===== config.mk =====
export PLATFORM = sky130hd
export DESIGN_NAME = adder_pipelined_nstage_flat
export DESIGN_NICKNAME = d
export VERILOG_FILES = /design/src/rtl/adder_pipelined_nstage_pkg.sv /design/src/rtl/adder_pipelined_nstage_if.sv /design/src/rtl/adder_pipelined_nstage_slice.sv /design/src/rtl/adder_pipelined_nstage.sv /design/src/flat_wrapper.sv
export SDC_FILE = /design/constraint.sdc
export NUM_CORES = 1
export LEC_CHECK = 0
export CAP_MARGIN = 20
export CORE_UTILIZATION = 54
export CTS_CLUSTER_DIAMETER = 80
export DETAILED_ROUTE_END_ITERATION = 10
export GPL_TIMING_DRIVEN = 0
export PLACE_DENSITY = 0.84
export RECOVER_POWER = 25
export SLEW_MARGIN = 25
export SYNTH_ARGS = -nofsm -noshare
export SYNTH_HDL_FRONTEND = slang
export SYNTH_HIERARCHICAL = 1
export SYNTH_SLANG_ARGS = --single-unit

===== constraint.sdc =====
create_clock -name clk -period 9.35 [get_ports clk]
set_clock_uncertainty 0.1 [all_clocks]
set_input_delay 2.805 -clock clk [delete_from_list [all_inputs] [get_ports clk]]
set_output_delay 2.805 -clock clk [all_outputs]
set_load 0.03 [all_outputs]

===== src/rtl/adder_pipelined_nstage_pkg.sv =====
// Shared helpers for the pipelined adder: slice width derivation and parameter legality.
// No state; elaboration-time only.
package adder_pkg;

    function automatic int slice_width(input int width, input int stages);
        return width / stages;
    endfunction

    function automatic bit params_ok(input int width, input int stages);
        return (width >= 2) && (stages >= 1) && (stages <= width) && ((width % stages) == 0);
    endfunction

endpackage


===== src/rtl/adder_pipelined_nstage_if.sv =====
// Operand/result bundle of the pipelined adder; master drives operations, slave returns results.
// Latency and stall behaviour are properties of the consumer, not of this bundle.
interface adder_pipelined_nstage_if #(
    parameter int WIDTH = 16
);
    logic             en;
    logic             in_valid;
    logic [WIDTH-1:0] a;
    logic [WIDTH-1:0] b;
    logic             cin;
    logic             sub;
    logic             out_valid;
    logic [WIDTH-1:0] sum;
    logic             cout;
    logic             ovf;

    modport master (
        output en, in_valid, a, b, cin, sub,
        input  out_valid, sum, cout, ovf
    );

    modport slave (
        input  en, in_valid, a, b, cin, sub,
        output out_valid, sum, cout, ovf
    );
endinterface


===== src/rtl/adder_pipelined_nstage_slice.sv =====
// One registered SW-bit carry-chain slice: {co,s} <= a + b + cin.
// Latency 1; en=0 holds both outputs.
module adder_slice #(
    parameter int SW = 8
) (
    input  logic          clk,
    input  logic          rst,
    input  logic          en,
    input  logic [SW-1:0] a,
    input  logic [SW-1:0] b,
    input  logic          cin,
    output logic [SW-1:0] s,
    output logic          co
);
    always_ff @(posedge clk) begin
        if (rst) begin
            s  <= '0;
            co <= 1'b0;
        end else if (en) begin
            {co, s} <= {1'b0, a} + {1'b0, b} + (SW + 1)'(cin);
        end
    end
endmodule


===== src/rtl/adder_pipelined_nstage.sv =====
// Pipelined add/sub split into STAGES carry slices with operand skew and result deskew.
// Latency STAGES, 1 op/cycle; en=0 freezes the whole pipeline (no backpressure otherwise).
module adder_pipelined_nstage
    import adder_pkg::*;
#(
    parameter int WIDTH  = 16,
    parameter int STAGES = 2
) (
    input  logic clk,
    input  logic rst,
    adder_pipelined_nstage_if.slave bus
);
    localparam int SW = slice_width(WIDTH, STAGES);

    if (!params_ok(WIDTH, STAGES)) begin : g_param_check
        $fatal(1, "adder_pipelined_nstage: WIDTH must be >= 2 and a multiple of STAGES");
    end

    logic [WIDTH-1:0]  b_eff;
    logic [STAGES:0]   carry;
    logic [WIDTH-1:0]  sum_q;
    logic [STAGES-1:0] vld_sr;
    logic [STAGES-1:0] amsb_sr;
    logic [STAGES-1:0] bmsb_sr;

    // Mode is folded into the operand here, so it travels with the data through the skew.
    assign b_eff    = bus.sub ? ~bus.b : bus.b;
    assign carry[0] = bus.sub | bus.cin;

    for (genvar k = 0; k < STAGES; k++) begin : g_stage
        localparam int D = STAGES - 1 - k;
        logic [SW-1:0] sa;
        logic [SW-1:0] sb;
        logic [SW-1:0] ss;

        if (k == 0) begin : g_noskew
            assign sa = bus.a[0 +: SW];
            assign sb = b_eff[0 +: SW];
        end else begin : g_skew
            logic [SW-1:0] ra [k];
            logic [SW-1:0] rb [k];
            always_ff @(posedge clk) begin
                if (rst) begin
                    for (int j = 0; j < k; j++) begin
                        ra[j] <= '0;
                        rb[j] <= '0;
                    end
                end else if (bus.en) begin
                    ra[0] <= bus.a[k*SW +: SW];
                    rb[0] <= b_eff[k*SW +: SW];
                    for (int j = 1; j < k; j++) begin
                        ra[j] <= ra[j-1];
                        rb[j] <= rb[j-1];
                    end
                end
            end
            assign sa = ra[k-1];
            assign sb = rb[k-1];
        end

        adder_slice #(.SW(SW)) u_slice (
            .clk (clk),
            .rst (rst),
            .en  (bus.en),
            .a   (sa),
            .b   (sb),
            .cin (carry[k]),
            .s   (ss),
            .co  (carry[k+1])
        );

        if (D == 0) begin : g_nodeskew
            assign sum_q[k*SW +: SW] = ss;
        end else begin : g_deskew
            logic [SW-1:0] rs [D];
            always_ff @(posedge clk) begin
                if (rst) begin
                    for (int j = 0; j < D; j++) rs[j] <= '0;
                end else if (bus.en) begin
                    rs[0] <= ss;
                    for (int j = 1; j < D; j++) rs[j] <= rs[j-1];
                end
            end
            assign sum_q[k*SW +: SW] = rs[D-1];
        end
    end

    // Valid and the operand sign bits ride a STAGES-deep line so they meet the final sum.
    always_ff @(posedge clk) begin
        if (rst) begin
            vld_sr  <= '0;
            amsb_sr <= '0;
            bmsb_sr <= '0;
        end else if (bus.en) begin
            vld_sr  <= (vld_sr  << 1) | STAGES'(bus.in_valid);
            amsb_sr <= (amsb_sr << 1) | STAGES'(bus.a[WIDTH-1]);
            bmsb_sr <= (bmsb_sr << 1) | STAGES'(b_eff[WIDTH-1]);
        end
    end

    assign bus.out_valid = vld_sr[STAGES-1];
    assign bus.sum       = sum_q;
    assign bus.cout      = carry[STAGES];
    assign bus.ovf       = (amsb_sr[STAGES-1] == bmsb_sr[STAGES-1]) &&
                           (sum_q[WIDTH-1] != amsb_sr[STAGES-1]);
endmodule


===== src/flat_wrapper.sv =====
// flat-port wrapper written by rule: the top's interface ports become plain ports
module adder_pipelined_nstage_flat import adder_pkg::*;
#(
    parameter int WIDTH  = 16,
    parameter int STAGES = 2
)
  (clk, rst, bus_en, bus_in_valid, bus_a, bus_b, bus_cin, bus_sub, bus_out_valid, bus_sum, bus_cout, bus_ovf);
  adder_pipelined_nstage_if #(.WIDTH(WIDTH)) bus_i ();
  input  logic clk;
  input  logic rst;
  input wire logic [$bits(bus_i.en)-1:0] bus_en;
  input wire logic [$bits(bus_i.in_valid)-1:0] bus_in_valid;
  input wire logic [$bits(bus_i.a)-1:0] bus_a;
  input wire logic [$bits(bus_i.b)-1:0] bus_b;
  input wire logic [$bits(bus_i.cin)-1:0] bus_cin;
  input wire logic [$bits(bus_i.sub)-1:0] bus_sub;
  output wire logic [$bits(bus_i.out_valid)-1:0] bus_out_valid;
  output wire logic [$bits(bus_i.sum)-1:0] bus_sum;
  output wire logic [$bits(bus_i.cout)-1:0] bus_cout;
  output wire logic [$bits(bus_i.ovf)-1:0] bus_ovf;
  assign bus_i.en = bus_en;
  assign bus_i.in_valid = bus_in_valid;
  assign bus_i.a = bus_a;
  assign bus_i.b = bus_b;
  assign bus_i.cin = bus_cin;
  assign bus_i.sub = bus_sub;
  assign bus_out_valid = bus_i.out_valid;
  assign bus_sum = bus_i.sum;
  assign bus_cout = bus_i.cout;
  assign bus_ovf = bus_i.ovf;
  adder_pipelined_nstage #(.WIDTH(WIDTH), .STAGES(STAGES)) u_core (.clk(clk), .rst(rst), .bus(bus_i));
endmodule

==> summary.md <==
| Metric | Value |
|---|---|
| Clk_lat worst skew | 0.29 ns |
| Switching part of the total | 27.3% |
| Drt pass-1 iters | 4 |
| Power density over cell area | 165 nW/um^2 |
| Worst Reg-to-Reg Cells | 6 |
| Syn Nets | 290 |
| Flop2flop setup slack | 7.14 ns |
| Slew Viols, Final | 0 |
| P&R area growth vs syn | 27.4% |
| Area leader, netlist | edfxtp_1 |
| Slowest stage cell, crit path | fa_1 |
| Reg power frac | 45.7% |
| Fin crit share | 52.4% |
| Endpoints failing hold | 0 |
| Crit Path Class | input port to flop |
| CTS Hold Bufs | 0 |
| Setup bufs post-CTS | 0 |
| Min-delay worst type | flop to flop |
| Top cells by area, synth | edfxtp_1, dfxtp_1, ha_1 |
| Initial antenna violation count | 0 |
| Met2 WL | 2690 um |
| DP Cell Count | 340 |
| Part of the power in combinational logic | 26.9% |
| Via count | 1,903 |
| Final min period | 4.90 ns |
| Die height | 71.4 um |
| Row cnt | 24 |
| First-pass GRT wire length | 8340 um |
| Hold Crit Endpoint | u_core/amsb_sr[0] |
| Finished Layout Cells | 348 |
| Die W | 71.4 um |
| Sequential share of the synthesized area | 46.1% |
| Setup violations, final | 0 |
| Mean post-synth cell area | 11.1 um^2 |
| Design Power | 548 uW |
| GRT Util Overall | 21.5% |
| RSZ-0062 raised after global routing | false |
| H-tree depth | 2 |
| Worst path max stage delay | 0.45 ns |
| Post-CTS Resized | 0 |
| CP Max Fanout | 10 |
| Post-Synth Simple-Gate Area | 12.5% |
| Routability cong. | 0.817 |
| Synth cell types | 38 |
| VDD IR max | 0.0723 mV |
| Ys Warns | 6 |
| Core ar. | 4500 um^2 |
| Post-DP HPWL | 3830 um |
| IO Count | 57 |
| Post-Synth XOR/XNOR Area | 8.07% |
| WL met3 | 157 um |
| Routed wire length | 5030 um |
| Fmax | 0.204 GHz |
| Worst-margin pin slew | 0.566 ns |
| Worst-path cell chain | buf_4, buf_4, or2_2, fa_1, fa_1, nand3_2, a31oi_2, o21a_1, o32ai_1 |
| Met1 Wirelength | 2140 um |
| Status | complete, no violations |
| Setup TNS | 0 ns |
| Hold path depth | 2 |
| Post-synthesis compound-gate area fraction | 15.4% |
| Die area | 5100 um^2 |
| Drt wl/cell | 14.4 um |
| Mux share of post-synthesis cell area | 5.09% |
| Synth Area in Adders | 9.80% |
| Critical path startpoint category | input port |
| Post-synthesis cell count | 234 |
| DR top layer | met4 |
| Clk buf depth | 2 |
| Fin nets | 351 |
| Iter 0 DRT Violations | 82 |
| Slew headroom | 62.3% |
| CTS Sinks | 48 |
| Pin count of the biggest net entering global routing | 25 |
| Final core area utilization | 73.6% |
| Worst flop-to-flop path startpoint | u_core/g_stage[1].g_skew.ra[0][0] |
| Top cell type's share of synthesized area | 27.7% |
| Largest family of logic cells by synthesized area | compound AO/OA/AOI/OAI gates |
| Congestion Overflow GR | 0 |
| NetSw | 150 uW |
| Reg2Reg Capture Point | u_core/g_stage[1].u_slice/s[6] |
| Routed Antenna Nets | 0 |
| Internal cell power | 399 uW |
| Via density | 5.47 |
| Vias in the first global route | 1,842 |
| WP data arrival | 5.00 ns |
| Post-Syn Area | 2600 um^2 |
| N_diodes | 0 |
| FF+latch count, synth | 48 |
| Max-capacitance violation count | 0 |
| Initial core utilization | 57.8% |
| HP Start | u_core/amsb_sr[0] |
| Fraction of layout cells with a size suffix above 1 | 11.1% |
| Clk slew on worst S/H paths | 0.08 ns |
| Leakage | 1.29 nW |
| Share of total power in the clock network | 27.4% |
| Worst EP required | 9.45 ns |
| Root Buffer | clkbuf_8 |
| DRC | 0 |
| CTS tree | done |
| I/O Buffers | 54 |
| Cts bufs inserted | 5 |
| Crit. End Element | flop |
[power by group through the flow]
stage          sequential [mW]  clock (mW)  combinational, mW
5_1_grt                  0.253       0.162              0.160
3_3_place_gp             0.255           0              0.143
2_1_floorplan            0.268           0             0.0856
3_5_place_dp             0.255           0              0.148
6_report                 0.251       0.150              0.147
4_1_cts                  0.251       0.154              0.148
[sequential cells by signal, indices dropped and copies added, names as in the netlist]
| name | flops |
|---|---|
| u_core/amsb_sr | 2 |
| u_core/g_stage.u_slice/s | 16 |
| u_core/g_stage.g_skew.ra | 8 |
| u_core/g_stage.g_deskew.rs | 8 |
| u_core/bmsb_sr | 2 |
| u_core/g_stage.g_skew.rb | 8 |
| u_core/vld_sr | 2 |
| u_core/g_stage.u_slice/co | 2 |
[per-layer routing]
layer / up-vias / GRT usage [%]
met2: 47 / 40.6
met3: 2 / 4.22
met1: 899 / 24.5
li1: 955 / -
met4: 0 / 6.00
met5: - / 0
[cells in the mapped netlist, drive strengths merged]
library cell and number:
dfxtp 24, clkbuf 2, o21bai 4, a21oi 13
ha 14, o32ai 4, nand2 14, o21ai 8
or2 2, a41oi 2, and2b 1, buf 8
o21a 2, nor2 24, fa 4, a31oi 2
mux2 4, nand3 2, edfxtp 24, xor2 8
inv 4, a21o 2, o211ai 2, o22ai 3
mux2i 8, a211oi 11, nor3 2, xnor2 16
nand2b 5, and2 15
[layout by cell type, fill, tap and decap left out, types with 5 or more instances in the layout]
master           instances
clkdlybuf4s50_1         53
dfxtp_1                 24
edfxtp_1                24
nor2_1                  22
xnor2_1                 16
nand2_1                 14
ha_1                    14
and2_1                  13
a21oi_1                 11
xor2_1                   8
mux2i_1                  8
a211oi_1                 7
clkbuf_8                 6
nand2b_1                 5
[worst max-delay path: cells and delay by family]
kind	cells	cell delay, ns
buffers and inverters	2	0.36
adders and majority gates	2	0.89
and+or+nand+nor	2	0.42
AOI/OAI and AO/OA	3	0.52
[layout make-up]
| type | instances | area [um^2] |
|---|---|---|
| plain buffers | 10 | 56.3 |
| clock buffers | 6 | 82.6 |
| clock inverters | 2 | 33.8 |
| fillers | 344 | 1190 |
| inverters | 4 | 15.0 |
| multi-input cells | 172 | 1320 |
| flip-flops and latches | 48 | 1200 |
| well taps | 52 | 65.1 |
| repair buffers | 54 | 541 |
[per-stage QoR]
step / setup WS [ns] / cell area, um^2 / hold slack (ns)
after floorplan: 4.32 / 2600 / 0.346
after global placement: 4.17 / 3210 / 0.358
after detailed placement: 4.14 / 3210 / 0.360
after CTS: 4.45 / 3330 / 0.373
after global routing: 4.35 / 3320 / 0.399
final: 4.45 / 3320 / 0.372
[worst max-delay path by stage]
| stage | slack, ns | start | endpoint |
|---|---|---|---|
| final | 4.45 | bus_sub | u_core/g_stage[0].u_slice/s[6] |
| after global routing | 4.35 | bus_sub | u_core/g_stage[0].u_slice/s[6] |
| after CTS | 4.45 | bus_sub | u_core/g_stage[0].u_slice/s[6] |
| after detailed placement | 4.14 | bus_sub | u_core/g_stage[0].u_slice/s[6] |
| after global placement | 4.17 | bus_sub | u_core/g_stage[0].u_slice/s[6] |
| after floorplan | 4.32 | bus_sub | u_core/g_stage[0].u_slice/s[6] |
[cell families after synthesis]
group,after synthesis
simple gates,65
xor+xnor,24
flops,48
mux,12
compound gates,53
fa+ha+maj,18
buf+inv,14
No activity file was read; power rests on OpenSTA's default activity.
